$ cat config.mk
export PLATFORM = sky130hd
export DESIGN_NAME = nibble_serial_alu16
export DESIGN_NICKNAME = d
export VERILOG_FILES = /design/src/rtl/alu_pkg.sv /design/src/rtl/alu.sv /design/src/rtl/nibble_serial_alu16.sv
export SDC_FILE = /design/constraint.sdc
export NUM_CORES = 1
export LEC_CHECK = 0
export ABC_AREA = 1
export BUFFER_PORTS_ARGS = -buffer_cell sky130_fd_sc_hd__clkbuf_2
export CORE_MARGIN = 4
export CORE_UTILIZATION = 50
export DETAILED_ROUTE_END_ITERATION = 12
export PLACE_DENSITY = 0.77
export SYNTH_ARGS = -nofsm -noshare
export SYNTH_HDL_FRONTEND = slang
export SYNTH_HIERARCHICAL = 1
export SYNTH_SLANG_ARGS = --single-unit
$ cat constraint.sdc
create_clock -name clk -period 5.1 [get_ports clk]
set_input_delay 0.765 -clock clk [delete_from_list [all_inputs] [get_ports clk]]
set_output_delay 0.765 -clock clk [all_outputs]
set_load 0.05 [all_outputs]
$ cat src/rtl/alu_pkg.sv
// alu_pkg
// Shared constants for the nibble-serial ALU: FSM state encodings, datapath
// sizes and the two slice function codes that callers use most often.
//   ST_IDLE / ST_BUSY / ST_DONE : 2-bit FSM state encodings
//   NIBBLES / WIDTH             : number of 4-bit slices and total operand width
//   OP_ADD (use with m=0)       : F = A plus B plus carry
//   OP_XOR (use with m=1)       : F = A xor B
package alu_pkg;

  localparam logic [1:0] ST_IDLE = 2'd0;
  localparam logic [1:0] ST_BUSY = 2'd1;
  localparam logic [1:0] ST_DONE = 2'd2;

  localparam int NIBBLES = 4;
  localparam int WIDTH   = 16;

  localparam logic [3:0] OP_ADD = 4'b1001;
  localparam logic [3:0] OP_XOR = 4'b0110;

endpackage

$ cat src/rtl/alu.sv
// alu
// 4-bit ALU slice in the style of the classic '181 with active-high data and
// an active-high carry (Cn=1 adds one, Cn4=1 means carry out).
//   S   : function select
//   A,B : 4-bit operands
//   M   : 1 = logic functions, 0 = arithmetic functions
//   Cn  : carry in
//   F   : 4-bit result
//   Cn4 : carry out, always produced from the arithmetic path so that a
//         chain of slices ripples carry the same way in both modes
module alu (
  input  logic [3:0] S,
  input  logic [3:0] A,
  input  logic [3:0] B,
  input  logic       M,
  input  logic       Cn,
  output logic [3:0] F,
  output logic       Cn4
);

  logic [4:0] w_x;
  logic [4:0] w_y;
  logic [4:0] w_sum;
  logic [3:0] w_logic;

  // Arithmetic functions are expressed as X + Y + Cn so that every code
  // yields a genuine carry out.  The "minus 1" style codes add all ones.
  always_comb begin
    w_x = {1'b0, A};
    w_y = 5'd0;
    case (S)
      4'b0000: begin w_x = {1'b0, A};           w_y = 5'd0;            end
      4'b0001: begin w_x = {1'b0, A | B};       w_y = 5'd0;            end
      4'b0010: begin w_x = {1'b0, A | ~B};      w_y = 5'd0;            end
      4'b0011: begin w_x = 5'd0;                w_y = 5'h0F;           end
      4'b0100: begin w_x = {1'b0, A};           w_y = {1'b0, A & ~B};  end
      4'b0101: begin w_x = {1'b0, A | B};       w_y = {1'b0, A & ~B};  end
      4'b0110: begin w_x = {1'b0, A};           w_y = {1'b0, ~B};      end
      4'b0111: begin w_x = {1'b0, A & ~B};      w_y = 5'h0F;           end
      4'b1000: begin w_x = {1'b0, A};           w_y = {1'b0, A & B};   end
      4'b1001: begin w_x = {1'b0, A};           w_y = {1'b0, B};       end
      4'b1010: begin w_x = {1'b0, A | ~B};      w_y = {1'b0, A & B};   end
      4'b1011: begin w_x = {1'b0, A & B};       w_y = 5'h0F;           end
      4'b1100: begin w_x = {1'b0, A};           w_y = {1'b0, A};       end
      4'b1101: begin w_x = {1'b0, A | B};       w_y = {1'b0, A};       end
      4'b1110: begin w_x = {1'b0, A | ~B};      w_y = {1'b0, A};       end
      default: begin w_x = {1'b0, A};           w_y = 5'h0F;           end
    endcase
    w_sum = w_x + w_y + {4'd0, Cn};
  end

  // Bitwise logic functions used when M=1.
  always_comb begin
    w_logic = 4'h0;
    case (S)
      4'b0000: w_logic = ~A;
      4'b0001: w_logic = ~(A | B);
      4'b0010: w_logic = ~A & B;
      4'b0011: w_logic = 4'h0;
      4'b0100: w_logic = ~(A & B);
      4'b0101: w_logic = ~B;
      4'b0110: w_logic = A ^ B;
      4'b0111: w_logic = A & ~B;
      4'b1000: w_logic = ~A | B;
      4'b1001: w_logic = ~(A ^ B);
      4'b1010: w_logic = B;
      4'b1011: w_logic = A & B;
      4'b1100: w_logic = 4'hF;
      4'b1101: w_logic = A | ~B;
      4'b1110: w_logic = A | B;
      default: w_logic = A;
    endcase
  end

  assign F   = M ? w_logic : w_sum[3:0];
  assign Cn4 = w_sum[4];

endmodule

$ cat src/rtl/nibble_serial_alu16.sv
// nibble_serial_alu16
// 16-bit ALU built from a single 4-bit slice reused over four cycles, least
// significant nibble first, with the carry held in a register between nibbles.
//   clk, rst (sync, active-high) : clock and reset
//   start                        : request an operation (ignored while busy)
//   a, b, s, m, cin              : operands, slice function, mode, carry in;
//                                  captured when the operation is accepted
//   busy                         : high during the four nibble cycles
//   done                         : one-cycle pulse, f/cout/zero valid
//   f, cout, zero                : registered result, nibble-3 carry, f==0
module nibble_serial_alu16
  import alu_pkg::*;
(
  input  logic             clk,
  input  logic             rst,
  input  logic             start,
  input  logic [WIDTH-1:0] a,
  input  logic [WIDTH-1:0] b,
  input  logic [3:0]       s,
  input  logic             m,
  input  logic             cin,
  output logic             busy,
  output logic             done,
  output logic [WIDTH-1:0] f,
  output logic             cout,
  output logic             zero
);

  logic [1:0]       r_state;
  logic [1:0]       r_k;
  logic             r_c;
  logic [WIDTH-1:0] r_res;
  logic [WIDTH-1:0] r_aQ;
  logic [WIDTH-1:0] r_bQ;
  logic [3:0]       r_sQ;
  logic             r_mQ;

  logic [3:0]       w_aNib;
  logic [3:0]       w_bNib;
  logic [3:0]       w_sliceF;
  logic             w_sliceCn4;
  logic [3:0]       w_base;
  logic [WIDTH-1:0] w_resNext;

  // The nibble counter selects which 4-bit window of the latched operands
  // feeds the shared slice this cycle.
  assign w_base = {r_k, 2'b00};
  assign w_aNib = r_aQ[w_base +: 4];
  assign w_bNib = r_bQ[w_base +: 4];

  alu u_slice (
    .S   (r_sQ),
    .A   (w_aNib),
    .B   (w_bNib),
    .M   (r_mQ),
    .Cn  (r_c),
    .F   (w_sliceF),
    .Cn4 (w_sliceCn4)
  );

  // Result as it will look after this cycle's nibble is written; on the
  // last nibble this is the complete answer, so f and zero can be loaded on
  // the same edge that stores nibble 3.
  always_comb begin
    w_resNext = r_res;
    w_resNext[w_base +: 4] = w_sliceF;
  end

  // Control FSM and datapath registers.  Operands are captured on acceptance
  // so the caller may change the inputs while the operation runs.  DONE can
  // accept a new request directly, giving back-to-back operation.
  always_ff @(posedge clk) begin
    if (rst) begin
      r_state <= ST_IDLE;
      r_k     <= 2'd0;
      r_c     <= 1'b0;
      r_res   <= '0;
      f       <= '0;
      cout    <= 1'b0;
      zero    <= 1'b1;
      r_aQ    <= '0;
      r_bQ    <= '0;
      r_sQ    <= 4'h0;
      r_mQ    <= 1'b0;
    end else begin
      case (r_state)
        ST_IDLE, ST_DONE: begin
          if (start) begin
            r_aQ    <= a;
            r_bQ    <= b;
            r_sQ    <= s;
            r_mQ    <= m;
            r_c     <= cin;
            r_k     <= 2'd0;
            r_state <= ST_BUSY;
          end else begin
            r_state <= ST_IDLE;
          end
        end
        ST_BUSY: begin
          r_res <= w_resNext;
          r_c   <= w_sliceCn4;
          r_k   <= r_k + 2'd1;
          if (r_k == 2'd3) begin
            f       <= w_resNext;
            cout    <= w_sliceCn4;
            zero    <= (w_resNext == '0);
            r_state <= ST_DONE;
          end
        end
        default: r_state <= ST_IDLE;
      endcase
    end
  end

  assign busy = (r_state == ST_BUSY);
  assign done = (r_state == ST_DONE);

endmodule
# --- Yosys cells after proc, flatten, opt, wreduce, memory -nomap -nowiden ---
# Cells that the tools add are included.
totals:
  ff_bits: 76
  inputBits: 41
  output_inout_bits: 20
  wordCells: 76
classes:
  n_addsub: 4
  n_eq_ne: 19
  n_shift: 4
  mux: 12
  bitwise: 12
  reduce_logical: 14
ops:
  columns: ["cell", "n"]
  rows:
  - ["$pmux 4 s15", 1]
  - ["$shiftx 16x5->4", 2]
  - ["$eq 4x4->1 const B", 7]
  - ["$pmux 4 s6", 1]
  - ["$not 4->4", 5]
  - ["$pmux 4 s5", 1]
  - ["$bwmux 16", 1]
  - ["$eq 4x3->1 const B", 4]
  - ["$logic_not 16->1", 1]
  - ["$shift 4x6->16 const A", 1]
  - ["$shiftx 4x6->16", 1]
  - ["$and 4x4->4", 3]
  - ["$or 4x4->4", 3]
  - ["$reduce_or 3->1", 4]
  - ["$eq 4x2->1 const B", 2]
  - ["$pmux 2 s2", 2]
  - ["$neg 4->6", 1]
  - ["$reduce_and 2->1", 3]
  - ["$reduce_or 2->1", 3]
  - ["$add 4x4->5", 1]
  - ["$add 5x1->5", 1]
  - ["$eq 2x2->1 const B", 2]
  - ["$eq 4x1->1 const B", 1]
  - ["$logic_not 4->1", 1]
  - ["other kinds (11)", 13]

# --- Logic depth before layout (Yosys ltp) ---
depth:
  ltp_word: 10
  ltp_mapped: 27
  ltp_nobuf: 24

# --- Modules after synthesis ---
# The synthesis kept the hierarchy.
modules_own_cells:
  columns: ["mod", "instances", "cells_each", "area_each_um2", "seq_area_each_um2"]
  rows:
  - ["nibble_serial_alu16", 1, 480, 3358.2, 1521.5]
  - ["alu", 1, 268, 1367.6, 0.0]

# --- Worst setup path before layout ---
# OpenSTA, ideal clock, no wires.
synth_timing:
  kind: "flip-flop to flip-flop"
  start: "register r_k[0]"
  end: "register zero"
  setup_time_ps: 115
  arrival_time_ps: 3504
  required_ps: 4985
  setup_slack_ps: 1481
  stages_incl_launch_ff: 22
  path_buffers: 3
  period_less_slack_ps: 3619
  path_cell_list: "dfxtp_1 -> buf_6 -> buf_4 -> inv_2 -> buf_4 -> nor2_1 -> o22ai_1 -> inv_1 -> ha_1 -> o22ai_1 -> nor3_1 -> fa_1 -> fa_1 -> or2_2 -> nand2_1 -> nand3_1 -> o21ai_0 -> nor2_1 -> nand2_1 -> nor2_1 -> nand2_1 -> nand2_1"
synth_via:
  elab_chain_cells: 10
  elab_cells_between_ends: 27
  cone_classes: "3 x add/sub; 1 x eq/ne; 4 x shift; 5 x mux; 12 x bitwise; 2 x reduce/logical"
synth_rtl:
  columns: ["item", "line_no", "text"]
  rows:
  - ["start, declared", "nibble_serial_alu16.sv:30", "logic [1:0] r_k;"]
  - ["start signal, assigned", "nibble_serial_alu16.sv:103", "r_k <= r_k + 2'd1;"]
  - ["$shiftx 16x5->4 (*)", "nibble_serial_alu16.sv:49", "assign w_bNib = r_bQ[w_base +: 4];"]
  - ["named net w_bNib[0]", "nibble_serial_alu16.sv:39", "logic [3:0] w_bNib;"]
  - ["$not 4->4", null, null]
  - ["$and 4x4->4 / $or 4x4->4 (equally long branches)", null, null]
  - ["$pmux 4 s6 / $pmux 4 s5 (equally long branches)", "alu.sv:31", "case (S)"]
  - ["$add 4x4->5 (*)", "alu.sv:49", "w_sum = w_x + w_y + {4'd0, Cn};"]
  - ["$add 5x1->5 (*)", "alu.sv:49", null]
  - ["$mux 4 (*)", "alu.sv:75", "assign F = M ? w_logic : w_sum[3:0];"]
  - ["named net w_sliceF[1]", "nibble_serial_alu16.sv:40", "logic [3:0] w_sliceF;"]
  - ["$shiftx 4x6->16 (*)", "nibble_serial_alu16.sv:66", "w_resNext[w_base +: 4] = w_sliceF;"]
  - ["$bwmux 16 (*)", "nibble_serial_alu16.sv:66", null]
  - ["$logic_not 16->1 (*)", "nibble_serial_alu16.sv:107", "zero <= (w_resNext == '0);"]
  - ["end signal, assigned", "nibble_serial_alu16.sv:107", null]
  - ["end, declared", "nibble_serial_alu16.sv:26", "output logic zero"]
# The timed path passes the listed nets; every way through them passes the cells marked *.
# A chain may end at the register's enable or synchronous reset.

# --- Worst setup path in the final report ---
layout_timing:
  start: "register r_k[0]"
  end: "register zero"
layout_via:
  elab_cells_between_ends: 27
  cone_classes: "3 x add/sub; 1 x eq/ne; 4 x shift; 5 x mux; 12 x bitwise; 2 x reduce/logical"
layout_rtl:
  columns: ["item", "line_no", "text"]
  rows:
  - ["$shiftx 16x5->4 (*)", "nibble_serial_alu16.sv:48", "assign w_aNib = r_aQ[w_base +: 4];"]
  - ["named net w_aNib[0]", "nibble_serial_alu16.sv:38", "logic [3:0] w_aNib;"]
  - ["$and 4x4->4, or another cell as far along", "alu.sv:40, alu.sv:42, alu.sv:43", null]
  - ["$pmux 4 s6 / $pmux 4 s5 (equally long branches)", "alu.sv:31", null]
  - ["$add 4x4->5 (*)", "alu.sv:49", null]
  - ["$add 5x1->5 (*)", "alu.sv:49", null]
  - ["$mux 4 (*)", "alu.sv:75", null]
  - ["named net w_sliceF[1]", "nibble_serial_alu16.sv:40", null]
  - ["$shiftx 4x6->16 (*)", "nibble_serial_alu16.sv:66", null]
  - ["$bwmux 16 (*)", "nibble_serial_alu16.sv:66", null]
  - ["$logic_not 16->1 (*)", "nibble_serial_alu16.sv:107", null]
# Marked as above.

==> impl_metrics.tcl <==
set metrics [dict create \
    p_comb_share_pct 26.9 \
    crit_type "flip-flop to flip-flop" \
    synth-edff-count 0 \
    core_area_mm2 0.00924 \
    numCtsBuffers 9 \
    rsz0062_at_grt "false" \
    cts_hold_buf 0 \
    clockBufferDepth 2 \
    synth_area_per_cell_um2 6.32 \
    p_per_area_mw_per_mm2 318 \
    p_seq_share_pct 39.4 \
    synth_area_mm2 0.00473 \
    syn_nets 816 \
    cp_data_arrival_time_ns 4.39 \
    hold_depth 2 \
    die_area_mm2 0.0111 \
    finalWirelength_um 12500 \
    ant_nets 0 \
    drv_cap 0 \
    placed_area_mm2 0.00503 \
    min_path_type "flip-flop to flip-flop" \
    grt_pass1_vias 4485 \
    start_util_pct 51.1 \
    gp_congestion 0.967 \
    cts_max_level 3 \
    endpoint_kind "flip-flop" \
    p_int_mw 1.11 \
    fin_crit_sh_pct 81.5 \
    insertion_delay_ns 0.35 \
    via_per_inst 5.32 \
    grt_max_degree 48 \
    overflow 0 \
    fin_ws_ns 0.944 \
    worst_pin_slew_ns 0.959 \
    clock-sinks 76 \
    final.setup.tns_ns 0 \
    firstDrtPassIters 6 \
    finalMaxSlewViolations 0 \
    io_buffer_count 60 \
    nets 860 \
    synth_top_cell_area_share_pct 32.2 \
    final-setup-viol-count 0 \
    diodes 0 \
    nFillCells 881 \
    rows 35 \
    die_w_um 105 \
    outcome "finished clean" \
    post_cts_resized 0 \
    grt_use_total_pct 23.1 \
    detail_route.wl_per_cell_um 13.5 \
    synth-warning-count 6 \
    worstPathRequired_ns 5.33 \
    ys.flop_type "dfxtp_1" \
    drc 0 \
    cts_tree "built" \
    seq_area_mm2 0.00152 \
    multi_input_area_mm2 0.00268 \
    switchingPower_mw 0.567 \
    grt_antenna_before_repair 0 \
    irDropWorstVdd_uv 292 \
    slew_headroom_pct 35.8 \
    io_pins 61 \
    synth_most_common_cell "nor2_1" \
    path_max_fanout 19 \
    crit_path_start_kind "flip-flop" \
    r2r.worst_path.cells 18 \
    die_h_um 105 \
    sw_frac_of_total_pct 33.7 \
    drt_iter0_markers 364 \
    post_cts_buffers 0 \
    ys_seq_area_share_pct 32.2 \
    ys_types 32 \
    max_freq_mhz 241 \
    path_clk_slew_ns 0.08 \
    ys_seq_elements 76 \
    layout-drive-gt1-share_pct 12.2 \
    synthTopCellsByCount "176 x nor2_1, 140 x nand2_1, 82 x inv_1" \
    dp_hpwl_um 9240 \
    async_flop_share_pct 0 \
    clockPowerShare_pct 33.6 \
    grt_pass1_wl_um 21300 \
    place_ws_ns 1.01 \
    finalWorstPathRequiredPeriod_ns 4.16 \
    synthTopCellsByArea "dfxtp_1 32%, nor2_1 14%, nand2_1 11%, o21ai_0 8.2%, nand3_1 7.7%" \
    fin_area_mm2 0.00528 \
    yosysTopAreaCell "dfxtp_1" \
    cts_root_buf "clkbuf_8" \
    skew_ns 0.0126 \
    p_leak_nw 2.71 \
    synthesis.instances 748 \
    area_growth_pct 11.7 \
    vias 4926 \
    hold_viol_final 0 \
]
layout by cell type (no fill, tap or decap), types with 2 or more instances in the layout:
| master | count |
|---|---|
| a21oi_1 | 12 |
| buf_4 | 5 |
| bufinv_16 | 3 |
| clkbuf_2 | 60 |
| clkbuf_8 | 9 |
| dfxtp_1 | 76 |
| fa_1 | 2 |
| ha_1 | 25 |
| inv_1 | 82 |
| inv_2 | 6 |
| nand2_1 | 140 |
| nand3_1 | 73 |
| nor2_1 | 176 |
| nor2_4 | 2 |
| nor3_1 | 9 |
| o2111ai_1 | 2 |
| o21ai_0 | 77 |
| o21ai_1 | 6 |
| o221ai_1 | 2 |
| o22ai_1 | 12 |
| or2_2 | 3 |
cell families (layout without fill, tap and decap cells):
| kind of cell | after synthesis | count (layout) | share of synthesized area [%] |
|---|---|---|---|
| simple gates | 408 | 408 | 35.8 |
| buf+inv | 120 | 169 | 11.1 |
| compound gates | 117 | 117 | 13.5 |
| fa+ha+maj | 27 | 27 | 7.47 |
| flops | 76 | 76 | 32.2 |
path summary, 6_finish.rpt:
check          from    to  slack, ns
max          r_k[0]  zero       0.94
max reg2reg  r_k[0]  zero       0.94
min            f[4]  f[4]       0.47
min reg2reg    f[4]  f[4]       0.47
power groups by stage:
stage	combinational (mW)	clock [mW]	sequential [mW]
final	0.452	0.565	0.662
after global routing	0.519	0.595	0.667
after CTS	0.447	0.569	0.662
after detailed placement	0.444	0	0.676
after global placement	0.433	0	0.676
after floorplan	0.349	0	0.664
final cells by class:
cell class                 instances  share of cell area [%]
tap                              129                    3.06
timing repair buffer              65                    6.40
clock inverter                     6                    2.25
sequential                        76                    28.8
inverter                          88                    6.26
clock buffer                      10                    2.42
multi-input combinational        552                    50.8
sequential cells by signal (all words and copies together) (netlist names):
| signal | count |
|---|---|
| r_state | 2 |
| r_c | 1 |
| r_res | 16 |
| r_mQ | 1 |
| r_sQ | 4 |
| cout | 1 |
| zero | 1 |
| r_aQ | 16 |
| f | 16 |
| r_bQ | 16 |
| r_k | 2 |
metal layers:
| metal | vias up | track usage, % | share of wire [%] |
|---|---|---|---|
| met5 | - | 0 | 0 |
| met4 | 0 | 6.75 | 2.1 |
| met3 | 32 | 3.98 | 7.7 |
| met2 | 212 | 37.7 | 46 |
| met1 | 2212 | 31.3 | 44 |
| li1 | 2470 | - | - |
per-stage QoR:
stage	cells	util, %	power [mW]	hold slack, ns
floorplan	748	-	1.01	0.449
global placement	910	54.4	1.11	0.460
detailed placement	910	54.4	1.12	0.460
CTS	926	57.1	1.68	0.475
global route	926	57.1	1.78	0.499
finish	926	57.1	1.68	0.474
worst max-delay path: stages (launching register included):
cell and delay [ns]:
dfxtp_1 0.48, inv_2 0.31, o21ai_0 0.14, o22ai_1 0.32, inv_1 0.21, ha_1 0.29, o22ai_1 0.19, nor3_1 0.10
fa_1 0.44, fa_1 0.44, or2_2 0.30, nand2_1 0.11, nand3_1 0.13, o21ai_0 0.30, nor2_1 0.08, nand2_1 0.08
nor2_1 0.04, nand2_1 0.05, nand2_1 0.04
(Power assumes the default switching activity.)
